File: config.mk
export PLATFORM = sky130hd
export DESIGN_NAME = layer_sequencer
export DESIGN_NICKNAME = d
export VERILOG_FILES = /design/src/rtl/layer_sequencer.sv
export SDC_FILE = /design/constraint.sdc
export NUM_CORES = 1
export LEC_CHECK = 0
export CAP_MARGIN = 20
export CORE_MARGIN = 3
export CORE_UTILIZATION = 30
export DETAILED_ROUTE_END_ITERATION = 10
export GPL_TIMING_DRIVEN = 0
export SLEW_MARGIN = 20
export SYNTH_ARGS = -nofsm -noshare
export SYNTH_HDL_FRONTEND = slang
export SYNTH_SLANG_ARGS = --single-unit
File: constraint.sdc
create_clock -name clk -period 4.2 [get_ports clk]
set_clock_uncertainty 0.1 [all_clocks]
set_input_delay 1.26 -clock clk [delete_from_list [all_inputs] [get_ports clk]]
set_output_delay 1.26 -clock clk [all_outputs]
set_load 0.02 [all_outputs]
File: src/rtl/layer_sequencer.sv
`default_nettype none
//============================================================================
// Module      : layer_sequencer
// Description : Layer-level scheduler sitting above the core controller.
//               Accepts one convolution-layer descriptor (output channels x
//               input tiles per channel) and issues one core start per
//               (channel, tile) pair, waiting for the core to return idle
//               between starts. Drives the weight/image base addresses and
//               the accumulator-clear flag for each tile, and reports
//               per-channel and per-layer completion.
// Revision    : 1.0 - initial release
//----------------------------------------------------------------------------
// Ports:
//   clk           in   1       clock, rising edge
//   rst           in   1       asynchronous reset, active-low
//   cfg_valid     in   1       descriptor valid
//   cfg_ready     out  1       descriptor accepted (high only in IDLE)
//   cfg_num_oc    in   OC_W    output channels per layer
//   cfg_num_tile  in   TILE_W  tiles per output channel
//   cfg_w_base    in   ADDR_W  first weight address
//   cfg_w_stride  in   ADDR_W  weight address step per tile
//   cfg_i_base    in   ADDR_W  first image address
//   cfg_i_stride  in   ADDR_W  image address step per tile
//   abort         in   1       cancel current layer
//   core_idle     in   1       core controller idle flag
//   core_start    out  1       one-cycle start pulse to the core
//   w_addr        out  ADDR_W  weight base for current tile
//   i_addr        out  ADDR_W  image base for current tile
//   acc_clear     out  1       current tile is first of its channel
//   out_valid     out  1       one-cycle pulse, channel out_oc complete
//   out_oc        out  OC_W    index of completed channel
//   busy          out  1       high in every state except IDLE
//   layer_done    out  1       one-cycle pulse, layer complete
//============================================================================
module layer_sequencer #(
    parameter int OC_W   = 8,
    parameter int TILE_W = 8,
    parameter int ADDR_W = 16
) (
    input  logic              clk,
    input  logic              rst,
    input  logic              cfg_valid,
    output logic              cfg_ready,
    input  logic [OC_W-1:0]   cfg_num_oc,
    input  logic [TILE_W-1:0] cfg_num_tile,
    input  logic [ADDR_W-1:0] cfg_w_base,
    input  logic [ADDR_W-1:0] cfg_w_stride,
    input  logic [ADDR_W-1:0] cfg_i_base,
    input  logic [ADDR_W-1:0] cfg_i_stride,
    input  logic              abort,
    input  logic              core_idle,
    output logic              core_start,
    output logic [ADDR_W-1:0] w_addr,
    output logic [ADDR_W-1:0] i_addr,
    output logic              acc_clear,
    output logic              out_valid,
    output logic [OC_W-1:0]   out_oc,
    output logic              busy,
    output logic              layer_done
);

    //------------------------------------------------------------------------
    // State encoding
    //------------------------------------------------------------------------
    localparam logic [2:0] S_IDLE      = 3'd0;
    localparam logic [2:0] S_LAUNCH    = 3'd1;
    localparam logic [2:0] S_WAIT_DONE = 3'd2;
    localparam logic [2:0] S_ADVANCE   = 3'd3;
    localparam logic [2:0] S_DONE      = 3'd4;
    localparam logic [2:0] S_DRAIN     = 3'd5;

    //------------------------------------------------------------------------
    // State, counters, address pointers and latched descriptor
    //------------------------------------------------------------------------
    logic [2:0]        state_q,    state_d;
    logic [OC_W-1:0]   oc_cnt_q,   oc_cnt_d;
    logic [TILE_W-1:0] tile_cnt_q, tile_cnt_d;
    logic [ADDR_W-1:0] w_addr_q,   w_addr_d;
    logic [ADDR_W-1:0] i_addr_q,   i_addr_d;
    logic [OC_W-1:0]   num_oc_q,   num_oc_d;
    logic [TILE_W-1:0] num_tile_q, num_tile_d;
    logic [ADDR_W-1:0] w_stride_q, w_stride_d;
    logic [ADDR_W-1:0] i_stride_q, i_stride_d;
    logic [ADDR_W-1:0] i_base_q,   i_base_d;

    logic last_tile;
    logic last_oc;

    // Only meaningful once a non-empty descriptor has been latched; the
    // zero-count case never reaches ADVANCE, so the wrap of "0 - 1" is moot.
    assign last_tile = (tile_cnt_q == (num_tile_q - TILE_W'(1)));
    assign last_oc   = (oc_cnt_q   == (num_oc_q   - OC_W'(1)));

    //------------------------------------------------------------------------
    // Next-state logic
    //------------------------------------------------------------------------
    always_comb begin
        state_d    = state_q;
        oc_cnt_d   = oc_cnt_q;
        tile_cnt_d = tile_cnt_q;
        w_addr_d   = w_addr_q;
        i_addr_d   = i_addr_q;
        num_oc_d   = num_oc_q;
        num_tile_d = num_tile_q;
        w_stride_d = w_stride_q;
        i_stride_d = i_stride_q;
        i_base_d   = i_base_q;

        case (state_q)
            S_IDLE: begin
                // abort has no meaning here; only a new descriptor moves us.
                if (cfg_valid) begin
                    num_oc_d   = cfg_num_oc;
                    num_tile_d = cfg_num_tile;
                    w_stride_d = cfg_w_stride;
                    i_stride_d = cfg_i_stride;
                    i_base_d   = cfg_i_base;
                    w_addr_d   = cfg_w_base;
                    i_addr_d   = cfg_i_base;
                    oc_cnt_d   = '0;
                    tile_cnt_d = '0;
                    if ((cfg_num_oc == '0) || (cfg_num_tile == '0)) begin
                        state_d = S_DONE;
                    end else begin
                        state_d = S_LAUNCH;
                    end
                end
            end

            S_LAUNCH: begin
                // The start pulse itself is combinational; we leave LAUNCH on
                // the same edge that the core registers it.
                if (abort) begin
                    state_d = S_IDLE;
                end else if (core_idle) begin
                    state_d = S_WAIT_DONE;
                end
            end

            S_WAIT_DONE: begin
                // The core drops idle on the start edge, so the first cycle
                // here already observes it busy; no handshake state needed.
                if (abort) begin
                    state_d = S_DRAIN;
                end else if (core_idle) begin
                    state_d = S_ADVANCE;
                end
            end

            S_ADVANCE: begin
                if (abort) begin
                    state_d = S_IDLE;
                end else begin
                    // Weights are laid out contiguously across channels, so
                    // the weight pointer only ever moves forward.
                    w_addr_d = w_addr_q + w_stride_q;
                    if (!last_tile) begin
                        tile_cnt_d = tile_cnt_q + TILE_W'(1);
                        i_addr_d   = i_addr_q + i_stride_q;
                        state_d    = S_LAUNCH;
                    end else begin
                        // Every channel re-reads the same image tiles.
                        tile_cnt_d = '0;
                        i_addr_d   = i_base_q;
                        if (last_oc) begin
                            state_d = S_DONE;
                        end else begin
                            oc_cnt_d = oc_cnt_q + OC_W'(1);
                            state_d  = S_LAUNCH;
                        end
                    end
                end
            end

            S_DONE: begin
                // Pulse lasts exactly one cycle even if abort is raised here.
                state_d = S_IDLE;
            end

            S_DRAIN: begin
                // Let the in-flight core operation finish before accepting a
                // new descriptor; abort is deliberately ignored.
                if (core_idle) begin
                    state_d = S_IDLE;
                end
            end

            default: begin
                state_d = S_IDLE;
            end
        endcase
    end

    //------------------------------------------------------------------------
    // Registers
    //------------------------------------------------------------------------
    always_ff @(posedge clk or negedge rst) begin
        if (!rst) begin
            state_q    <= S_IDLE;
            oc_cnt_q   <= '0;
            tile_cnt_q <= '0;
            w_addr_q   <= '0;
            i_addr_q   <= '0;
            num_oc_q   <= '0;
            num_tile_q <= '0;
            w_stride_q <= '0;
            i_stride_q <= '0;
            i_base_q   <= '0;
        end else begin
            state_q    <= state_d;
            oc_cnt_q   <= oc_cnt_d;
            tile_cnt_q <= tile_cnt_d;
            w_addr_q   <= w_addr_d;
            i_addr_q   <= i_addr_d;
            num_oc_q   <= num_oc_d;
            num_tile_q <= num_tile_d;
            w_stride_q <= w_stride_d;
            i_stride_q <= i_stride_d;
            i_base_q   <= i_base_d;
        end
    end

    //------------------------------------------------------------------------
    // Outputs
    //------------------------------------------------------------------------
    assign cfg_ready  = (state_q == S_IDLE);
    assign busy       = (state_q != S_IDLE);
    assign core_start = (state_q == S_LAUNCH) & core_idle & ~abort;
    assign acc_clear  = ((state_q == S_LAUNCH) || (state_q == S_WAIT_DONE))
                        && (tile_cnt_q == '0);
    assign out_valid  = (state_q == S_ADVANCE) & ~abort & last_tile;
    // oc_cnt only advances on the ADVANCE edge, so it names the channel
    // that is completing during the out_valid cycle.
    assign out_oc     = oc_cnt_q;
    assign layer_done = (state_q == S_DONE);
    assign w_addr     = w_addr_q;
    assign i_addr     = i_addr_q;

endmodule
`default_nettype wire

==> flow_summary.ini <==
[floorplan]
die_y_um = 159
start_util_pct = 30.7
fp.dieW_um = 159
core_area_um2 = 22800
row_count = 55
io_pins = 131
dieArea_um2 = 25200

[sta]
maxSlewViolCount = 0
whs_ps = 375
worstMarginPinSlew_ps = 762
hold_viol_final = 0
worst_slack_ps = 120
grt_setup_unrepaired = no
max_freq_mhz = 245
fin_crit_ps = 4080
slew_headroom_pct = 49.2
period_share_pct = 97.1
setup_viol = 0

[synth]
ys_async_sr_fraction_pct = 100
synth_fp_nets = 965
synth_area_leader_cell = dfrtp_1
ys.warnings.count = 0
ys.flop_type = dfrtp_1
synth_top_cell_area_share_pct = 41.1
ys_types = 70
synth_edf_count = 0
ys_seq_area_share_pct = 41.1
synthTopCellsByArea = dfrtp_1 (41%), nand2_1 (12%), ha_1 (6.3%)
avgSynthCellArea_um2 = 8.30
synthesis.area_um2 = 6990
ys_ff_latch = 115
syn_inst = 843

[final_layout]
final_common_cell = nand2_1
antennaDiodeCount = 0
most-common-layout-cells = nand2_1 (227), clkdlybuf4s50_1 (127), dfrtp_1 (115)
ff_latch_area_um2 = 2880
layout.nets = 1114
multi_input_area_um2 = 3870
layout-drive-gt1-share_pct = 5.37
area_growth_pct = 33.6
final.fill_count = 2275

[clock_network]
numClockSinks = 115
htree_levels = 4
cts_buffer_depth = 2
cts_tree = built
cts-buffers-inserted = 17
clock_latency_ps = 420
cts-root-buf = clkbuf_16
clk_pin_slew_ps = 50

[detailed_routing]
drtPass1Iterations = 5
dr_total_vias = 6619
vias_per_cell = 5.02
avgRoutedWirePerCell_um = 17.1
drc = 0
drt.antenna.violating_nets = 0
first_iter_violations = 421
wl_um = 22600

[pwr]
p_int_w = 0.00428
p_switching_w = 0.00316
irDropWorstVdd_uv = 325
p_seq_share_pct = 26.7
combPwrFrac_pct = 52.5
swShare_pct = 42.4
clockPowerShare_pct = 20.8
powerDensity_nw_per_um2 = 796
leakagePower_nw = 4.13

[critical_path]
path_class = primary input to output port
path_max_fanout = 4
crit_slowest_cell = clkdlybuf4s50_1
crit_chain = clkdlybuf4s50_1 > nand3b_1 > nor3_1 > clkdlybuf4s50_1
crit_top_cell = clkdlybuf4s50_1
crit_arrival_ps = 2720
cpPeakStageDelay_ps = 640
cp-start-kind = primary input
endpoint_kind = output port
required_ps = 2840

[placed_design]
pre_cts_ws_ps = -957
io_buffer_count = 129
place_congestion = 0.832
dpl.hpwl_um = 16400

[global_routing]
grt_first_pass_wirelength_um = 35400
grt_max_degree = 75
gr-total-overflow = 0
track_usage_pct = 18.4
antenna_found_initial = 0
grt_pass1_vias = 6365

[min_path]
hold_class = register to register

[run]
maxCapViolCount = 0

[run_status]
status = completed
## what timing repair did
| item | in CTS | in global routing |
|---|---|---|
| resized for setup | 7 | 1 |
| hold buffers | 0 | 0 |
| pin swaps | 1 | 0 |
| setup buffers | 1 | 0 |
| setup endpoints to repair | 1 | 1 |
## cells by family (layout without fill, tap and decap cells)
kind of cell	after synthesis	in the layout	synth area share, %
and+or+nand+nor	380	380	24.0
AOI/OAI and AO/OA	203	203	18.4
DFF	115	115	41.1
buffers and inverters	62	224	3.61
xor gates and xnor gates	39	39	4.99
adders and majority gates	38	38	6.98
muxes	6	6	0.894
## synthesized netlist by cell type (9+ instances only)
master	n
a21oi_1	50
nor4_1	10
or3_1	9
dfrtp_1	115
o21ai_0	55
a21o_1	12
xnor2_1	27
nand2b_1	10
o21a_1	9
nand3_1	17
nand2_1	227
inv_1	20
ha_1	35
xor2_1	11
nor3_1	18
o21ai_1	10
clkbuf_1	31
nor2_1	48
a211oi_1	13
## layout make-up
type                       count  area share [%]
inverter                      20           0.803
buffer                        41            1.90
timing repair buffer         131            14.2
clock buffer                  22            4.97
multi-input combinational    666            41.5
sequential                   115            30.8
clock inverter                10            1.66
tap                          313            4.19
## metrics by stage
step                      util (%)  TNS (ps)  cell area (um^2)  total power (W)  std cells
after detailed placement      38.2      -957              8710          0.00588       1286
after floorplan                  -         0              6990          0.00463        843
after global placement        38.1   -348960              8680          0.00582       1285
final                         41.0         0              9340          0.00744       1318
after global routing          41.0         0              9340          0.00808       1318
after CTS                     41.0         0              9340          0.00747       1318
## sequential cells by signal (all words and copies together), names as in the netlist
name	flops
num_oc_q	8
state_q	3
out_oc	8
i_base_q	16
tile_cnt_q	8
w_stride_q	16
num_tile_q	8
w_addr	16
i_stride_q	16
i_addr	16
## path summary, 6_finish.rpt
check	from	to	slack, ps	cells after the start
hold reg to reg	w_stride_q[5]	w_stride_q[5]	370	2
min in group asynchronous	rst	w_stride_q[12]	660	1
hold / removal	w_stride_q[5]	w_stride_q[5]	370	2
max in group asynchronous	rst	i_addr[7]	2610	2
setup / recovery	core_idle	core_start	120	4
setup reg to reg	num_tile_q[0]	i_addr[9]	1220	13
## per-layer routing
layer | track usage, % | wire, um | vias to the layer above
met5 | 0 | 0 | -
met4 | 4.63 | 265 | 0
met3 | 3.86 | 1480 | 16
met2 | 29.7 | 10700 | 193
met1 | 25.1 | 10200 | 3172
li1 | - | - | 3238
## power by group through the flow
| stage | clock network [W] | logic (W) | registers (W) |
|---|---|---|---|
| after global routing | 0.00163 | 0.00440 | 0.00206 |
| after floorplan | 0 | 0.00258 | 0.00205 |
| after global placement | 0 | 0.00383 | 0.00200 |
| after detailed placement | 0 | 0.00389 | 0.00199 |
| final | 0.00155 | 0.00391 | 0.00199 |
| after CTS | 0.00157 | 0.00391 | 0.00199 |
## critical path: cells and delay by family
family,cells,cell delay [ps]
AND/OR/NAND/NOR,2,270
buffers and inverters,2,1180
No activity file was read; power rests on OpenSTA's default activity.
